--- config.mk ---
export PLATFORM = sky130hd
export DESIGN_NAME = qpsk_mod_flat
export DESIGN_NICKNAME = d
export VERILOG_FILES = /design/src/rtl/qpsk_mod_if.sv /design/src/rtl/qpsk_mod.sv /design/src/flat_wrapper.sv
export SDC_FILE = /design/constraint.sdc
export NUM_CORES = 1
export LEC_CHECK = 0
export ABC_AREA = 1
export BUFFER_PORTS_ARGS = -buffer_cell sky130_fd_sc_hd__clkbuf_2
export CAP_MARGIN = 20
export CORE_ASPECT_RATIO = 2
export CORE_UTILIZATION = 56
export DETAILED_ROUTE_END_ITERATION = 10
export PLACE_DENSITY = 0.86
export SYNTH_ARGS = -nofsm -noshare
export SYNTH_HDL_FRONTEND = slang
export SYNTH_SLANG_ARGS = --single-unit
--- constraint.sdc ---
create_clock -name clk -period 4.68 [get_ports clk]
set_clock_uncertainty 0.15 [all_clocks]
set_input_delay 0.234 -clock clk [delete_from_list [all_inputs] [get_ports clk]]
set_output_delay 0.234 -clock clk [all_outputs]
set_load 0.01 [all_outputs]
--- src/rtl/qpsk_mod_if.sv ---
// rtl/qpsk_mod_if.sv - bit-stream input and I/Q symbol output bundle for the QPSK mapper
interface qpsk_mod_if #(
    parameter int W = 16
);
    logic                bit_in;
    logic                bit_valid;
    logic                bit_ready;
    logic                flush;
    logic signed [W-1:0] out_x;
    logic signed [W-1:0] out_y;
    logic                out_valid;
    logic                out_ready;
    logic                out_sop;
    logic                out_eop;
    logic                busy;

    // Mapper side: consumes bits, produces symbols
    modport slave (
        input  bit_in, bit_valid, flush, out_ready,
        output bit_ready, out_x, out_y, out_valid, out_sop, out_eop, busy
    );

    // Environment side: supplies bits, takes symbols
    modport master (
        output bit_in, bit_valid, flush, out_ready,
        input  bit_ready, out_x, out_y, out_valid, out_sop, out_eop, busy
    );
endinterface

--- src/rtl/qpsk_mod.sv ---
// rtl/qpsk_mod.sv - serial bit to QPSK I/Q mapper with symbol FIFO and framed output
module qpsk_mod #(
    parameter int N_SC       = 64,
    parameter int FIFO_DEPTH = 4,
    parameter int W          = 16
) (
    input  logic       clk,
    input  logic       reset,
    qpsk_mod_if.slave  bus
);
    localparam int AW = $clog2(FIFO_DEPTH);
    localparam int CW = $clog2(N_SC);

    localparam logic signed [W-1:0] POS_ONE = W'(1);
    localparam logic signed [W-1:0] NEG_ONE = '1;

    typedef enum logic [1:0] {
        RUN       = 2'd0,
        FLUSH_BIT = 2'd1,
        DRAIN     = 2'd2,
        PAD       = 2'd3
    } state_t;

    state_t        state;
    state_t        state_nxt;
    logic          half_valid;
    logic          half_bit;
    logic [1:0]    mem [FIFO_DEPTH];
    logic [AW:0]   wr_ptr;
    logic [AW:0]   rd_ptr;
    logic [CW-1:0] sc_cnt;
    logic [1:0]    head_sym;

    logic          fifo_empty;
    logic          fifo_full;
    logic          bit_fire;
    logic          out_fire;
    logic          pad_push;
    logic          push;
    logic          pop;
    logic [1:0]    push_data;
    logic          frame_last;

    assign fifo_empty = (wr_ptr == rd_ptr);
    assign fifo_full  = (wr_ptr[AW] != rd_ptr[AW]) && (wr_ptr[AW-1:0] == rd_ptr[AW-1:0]);
    assign bit_fire   = bus.bit_valid && bus.bit_ready;
    assign out_fire   = bus.out_valid && bus.out_ready;
    // A dangling half bit is completed with a zero LSB while closing a frame
    assign pad_push   = (state == FLUSH_BIT) && half_valid && !fifo_full;
    assign push       = (bit_fire && half_valid) || pad_push;
    assign push_data  = pad_push ? {half_bit, 1'b0} : {half_bit, bus.bit_in};
    assign pop        = out_fire && !fifo_empty;
    assign frame_last = (sc_cnt == CW'(N_SC - 1));

    // State register
    always_ff @(posedge clk or negedge reset) begin
        if (!reset) state <= RUN;
        else        state <= state_nxt;
    end

    // Next-state logic for the frame-closing sequence
    always_comb begin
        state_nxt = state;
        case (state)
            RUN:       if (bus.flush && (half_valid || bit_fire || !fifo_empty || sc_cnt != '0))
                           state_nxt = FLUSH_BIT;
            FLUSH_BIT: if (!half_valid || !fifo_full)
                           state_nxt = DRAIN;
            DRAIN:     if (fifo_empty)
                           state_nxt = (sc_cnt == '0) ? RUN : PAD;
            PAD:       if (out_fire && frame_last)
                           state_nxt = RUN;
            default:   state_nxt = RUN;
        endcase
    end

    // Handshakes, busy flag and symbol-to-constellation mapping at the FIFO head
    always_comb begin
        bus.busy      = (state != RUN);
        bus.bit_ready = reset && (state == RUN) && (!half_valid || !fifo_full);
        bus.out_valid = !fifo_empty || (state == PAD);
        head_sym      = fifo_empty ? 2'b00 : mem[rd_ptr[AW-1:0]];
        bus.out_x     = '0;
        bus.out_y     = '0;
        if (bus.out_valid) begin
            bus.out_x = (head_sym[1] == head_sym[0]) ? POS_ONE : NEG_ONE;
            bus.out_y = head_sym[1] ? NEG_ONE : POS_ONE;
        end
        bus.out_sop   = bus.out_valid && (sc_cnt == '0);
        bus.out_eop   = bus.out_valid && frame_last;
    end

    // Half register holds the MSB until its partner bit arrives
    always_ff @(posedge clk or negedge reset) begin
        if (!reset) begin
            half_valid <= 1'b0;
            half_bit   <= 1'b0;
        end else if (bit_fire) begin
            if (!half_valid) begin
                half_bit   <= bus.bit_in;
                half_valid <= 1'b1;
            end else begin
                half_valid <= 1'b0;
            end
        end else if (pad_push) begin
            half_valid <= 1'b0;
        end
    end

    // Symbol storage; contents need no reset because the pointers gate visibility
    always_ff @(posedge clk) begin
        if (push) mem[wr_ptr[AW-1:0]] <= push_data;
    end

    // FIFO pointers with an extra wrap bit to separate full from empty
    always_ff @(posedge clk or negedge reset) begin
        if (!reset) begin
            wr_ptr <= '0;
            rd_ptr <= '0;
        end else begin
            if (push) wr_ptr <= wr_ptr + 1'b1;
            if (pop)  rd_ptr <= rd_ptr + 1'b1;
        end
    end

    // Subcarrier position within the frame, advanced on every output transfer
    always_ff @(posedge clk or negedge reset) begin
        if (!reset)        sc_cnt <= '0;
        else if (out_fire) sc_cnt <= frame_last ? '0 : sc_cnt + CW'(1);
    end
endmodule
--- src/flat_wrapper.sv ---
// flat-port wrapper written by rule: the top's interface ports become plain ports
module qpsk_mod_flat 
#(
    parameter int N_SC       = 64,
    parameter int FIFO_DEPTH = 4,
    parameter int W          = 16
)
  (clk, reset, bus_bit_in, bus_bit_valid, bus_flush, bus_out_ready, bus_bit_ready, bus_out_x, bus_out_y, bus_out_valid, bus_out_sop, bus_out_eop, bus_busy);
  qpsk_mod_if #(.W(W)) bus_i ();
  input  logic clk;
  input  logic reset;
  input wire logic [$bits(bus_i.bit_in)-1:0] bus_bit_in;
  input wire logic [$bits(bus_i.bit_valid)-1:0] bus_bit_valid;
  input wire logic [$bits(bus_i.flush)-1:0] bus_flush;
  input wire logic [$bits(bus_i.out_ready)-1:0] bus_out_ready;
  output wire logic [$bits(bus_i.bit_ready)-1:0] bus_bit_ready;
  output wire logic [$bits(bus_i.out_x)-1:0] bus_out_x;
  output wire logic [$bits(bus_i.out_y)-1:0] bus_out_y;
  output wire logic [$bits(bus_i.out_valid)-1:0] bus_out_valid;
  output wire logic [$bits(bus_i.out_sop)-1:0] bus_out_sop;
  output wire logic [$bits(bus_i.out_eop)-1:0] bus_out_eop;
  output wire logic [$bits(bus_i.busy)-1:0] bus_busy;
  assign bus_i.bit_in = bus_bit_in;
  assign bus_i.bit_valid = bus_bit_valid;
  assign bus_i.flush = bus_flush;
  assign bus_i.out_ready = bus_out_ready;
  assign bus_bit_ready = bus_i.bit_ready;
  assign bus_out_x = bus_i.out_x;
  assign bus_out_y = bus_i.out_y;
  assign bus_out_valid = bus_i.out_valid;
  assign bus_out_sop = bus_i.out_sop;
  assign bus_out_eop = bus_i.out_eop;
  assign bus_busy = bus_i.busy;
  qpsk_mod #(.N_SC(N_SC), .FIFO_DEPTH(FIFO_DEPTH), .W(W)) u_core (.clk(clk), .reset(reset), .bus(bus_i));
endmodule
==> key figures <==
Synthesis
  – Number of library cell types mapped by synthesis: 25
  – Top FF cell, synth: dfrtp_1
  – Async S/R FF share, synth: 0.667
  – Mapped Nets: 206
  – Syn avg cell area: 8.23 um^2
  – Number of flops mapped to enable cells by yosys: 8
  – Syn Inst Count: 193
  – Register area share after synthesis: 0.403
  – Synthesis Warnings: 0
  – Mapped cell area: 1590 um^2
  – Seq cells post-synth: 24

Timing
  – Final setup fails: 0
  – Pins over their slew limit: 0
  – RSZ-0062 raised after global routing: false
  – Setup TNS: 0 ns
  – Slew @ Worst Pin: 0.797 ns
  – Worst setup margin: 2.07 ns
  – Slew HR: 0.467
  – Fin crit period: 2.61 ns
  – Fmax achieved: 0.384 GHz
  – Hold Violations, Final: 0
  – Final cycle utilization of the critical path: 0.557

Outcome
  – Status: completed

Clocking
  – Root buffer cell: clkbuf_8
  – H-tree depth: 1
  – CTS Buffer Depth: 2
  – CTS tree: yes
  – Reg clk slew, reported paths: 0.08 ns
  – TritonCTS Buffers: 3
  – Num Clock Sinks: 24
  – Worst-Skew Late Latency: 0.27 ns

Place
  – Pre-CTS WS: 2.33 ns
  – Detailed placement HPWL: 2230 um
  – GP Congestion: 0.771
  – IO buf count: 42

Setup path
  – CP Capture Type: primary output
  – Critical Path Start: u_core.rd_ptr[1]$_DFFE_PN0P_
  – R2R setup slack: 2.74 ns
  – R2r endpoint: u_core.mem[3][0]$_DFFE_PP_
  – WP data arrival: 2.22 ns
  – CP endpoint: bus_out_x[9]
  – Worst EP required: 4.30 ns
  – R2R depth: 6
  – Reg-to-reg startpoint: u_core.state[1]$_DFFE_PN0P_
  – Top fanout value on the critical path: 15
  – CP Class: register to primary output
  – Setup crit start kind: register

Global routing
  – GRT Util Overall: 0.216
  – Initial antenna violation count: 0
  – Largest net degree at the start of global routing: 20
  – Grt total ovfl: 0
  – Vias in the first global route: 1,192
  – Global-route wire length before repair: 4750 um

Drt
  – Via-per-instance ratio: 5.16
  – Post-detailed-route count of antenna-violating nets: 0
  – Drt wl/cell: 11.8 um
  – Iter 0 DRT Violations: 24
  – Routed vias: 1,233
  – DR pass1 iterations: 4
  – DR DRC count: 0
  – Final WL: 2830 um

Min path
  – HP Start: bus_bit_in
  – HP Class: primary input to register

Floorplan
  – Core area: 2740 um^2
  – I/O pins: 43
  – Initial core utilization: 0.581
  – Die footprint: 3070 um^2
  – Die width: 39.7 um
  – Rows: 27
  – Die Y: 77.3 um

Cells and area
  – Leading cell type in the layout, fill and taps excluded: clkbuf_2
  – Antenna Cells: 0
  – Nets: 224
  – Commonest cells after routing, fill and taps aside: 42 x clkbuf_2, 34 x nand2_1, 27 x inv_1, 18 x nor2_1, 16 x dfrtp_1
  – Synthesis-to-layout area growth: 4.80%
  – FILL cells: 246
  – Share of cells above drive strength 1: 0.267

Flow run
  – MaxCap Viol Count: 0
-- metrics by stage --
stage	cells	utilization	hold slack [ns]	area, um^2
2_1_floorplan	193	-	-0.212	1590
3_3_place_gp	234	0.588	0.0552	1610
3_5_place_dp	234	0.588	0.0586	1610
4_1_cts	239	0.609	0.0693	1670
5_1_grt	239	0.609	0.102	1670
6_report	239	0.609	0.0692	1670
-- per-layer routing --
| layer | vias up | global-route usage | part of all wire |
|---|---|---|---|
| li1 | 615 | - | - |
| met1 | 555 | 0.217 | 0.36 |
| met2 | 52 | 0.370 | 0.56 |
| met3 | 11 | 0.0286 | 0.042 |
| met4 | 0 | 0.145 | 0.037 |
| met5 | - | 0 | 0 |
-- area by class of cell --
type / instances / area [um^2] / share of cell area
clock buffers: 4 / 45.0 / 0.0270
inverters: 30 / 113 / 0.0676
multi-input cells: 109 / 611 / 0.367
flip-flops and latches: 24 / 641 / 0.385
well taps: 29 / 36.3 / 0.0218
repair buffers: 43 / 220 / 0.132
-- synth_stat cells, types with 3 or more instances --
cell	instances	share of area
nand3_1	9	0.028
nor2_1	18	0.043
dfrtp_1	16	0.25
nand4_1	3	0.012
buf_4	30	0.14
inv_1	27	0.064
edfxtp_1	8	0.15
nand2_1	34	0.080
ha_1	7	0.055
xor2_1	7	0.039
o21ai_0	12	0.038
inv_2	3	0.0071
-- flip-flops by register name (all words and copies together) (netlist names) --
signal,count
u_core.mem,8
u_core.state,2
u_core.rd_ptr,3
u_core.sc_cnt,6
u_core.wr_ptr,3
u_core.half_bit,1
u_core.half_valid,1
-- worst max-delay path: stages (launching register included) --
cell      delay [ns]
dfrtp_1         0.43
inv_1           0.13
nand2_1         0.07
nand2_1         0.13
nand3_2         0.15
nand2_1         0.14
xor2_1          0.65
clkbuf_2        0.26
-- how the worst min path moves through the flow --
stage	to	cells after the start
after global routing	u_core.half_bit$_DFFE_PN0P_	3
final	u_core.half_bit$_DFFE_PN0P_	3
after global placement	u_core.state[1]$_DFFE_PN0P_	1
after detailed placement	u_core.state[1]$_DFFE_PN0P_	1
after CTS	u_core.half_bit$_DFFE_PN0P_	3
after floorplan	u_core.half_bit$_DFFE_PN0P_	0
-- repair_timing --
action,in CTS,in global routing
buffers inserted,0,0
resized for setup,0,0
endpoints found under the hold margin,16,0
hold buffers,1,0
-- cell families after synthesis --
family,share of synthesized area
fa+ha+maj,0.0551
compound gates,0.0693
simple gates,0.211
xor+xnor,0.0488
buf+inv,0.213
flops,0.403
Power is left out: the tool's default activity adds up to more than one toggle a clock period on the data nets, which glitch-free logic cannot reach.
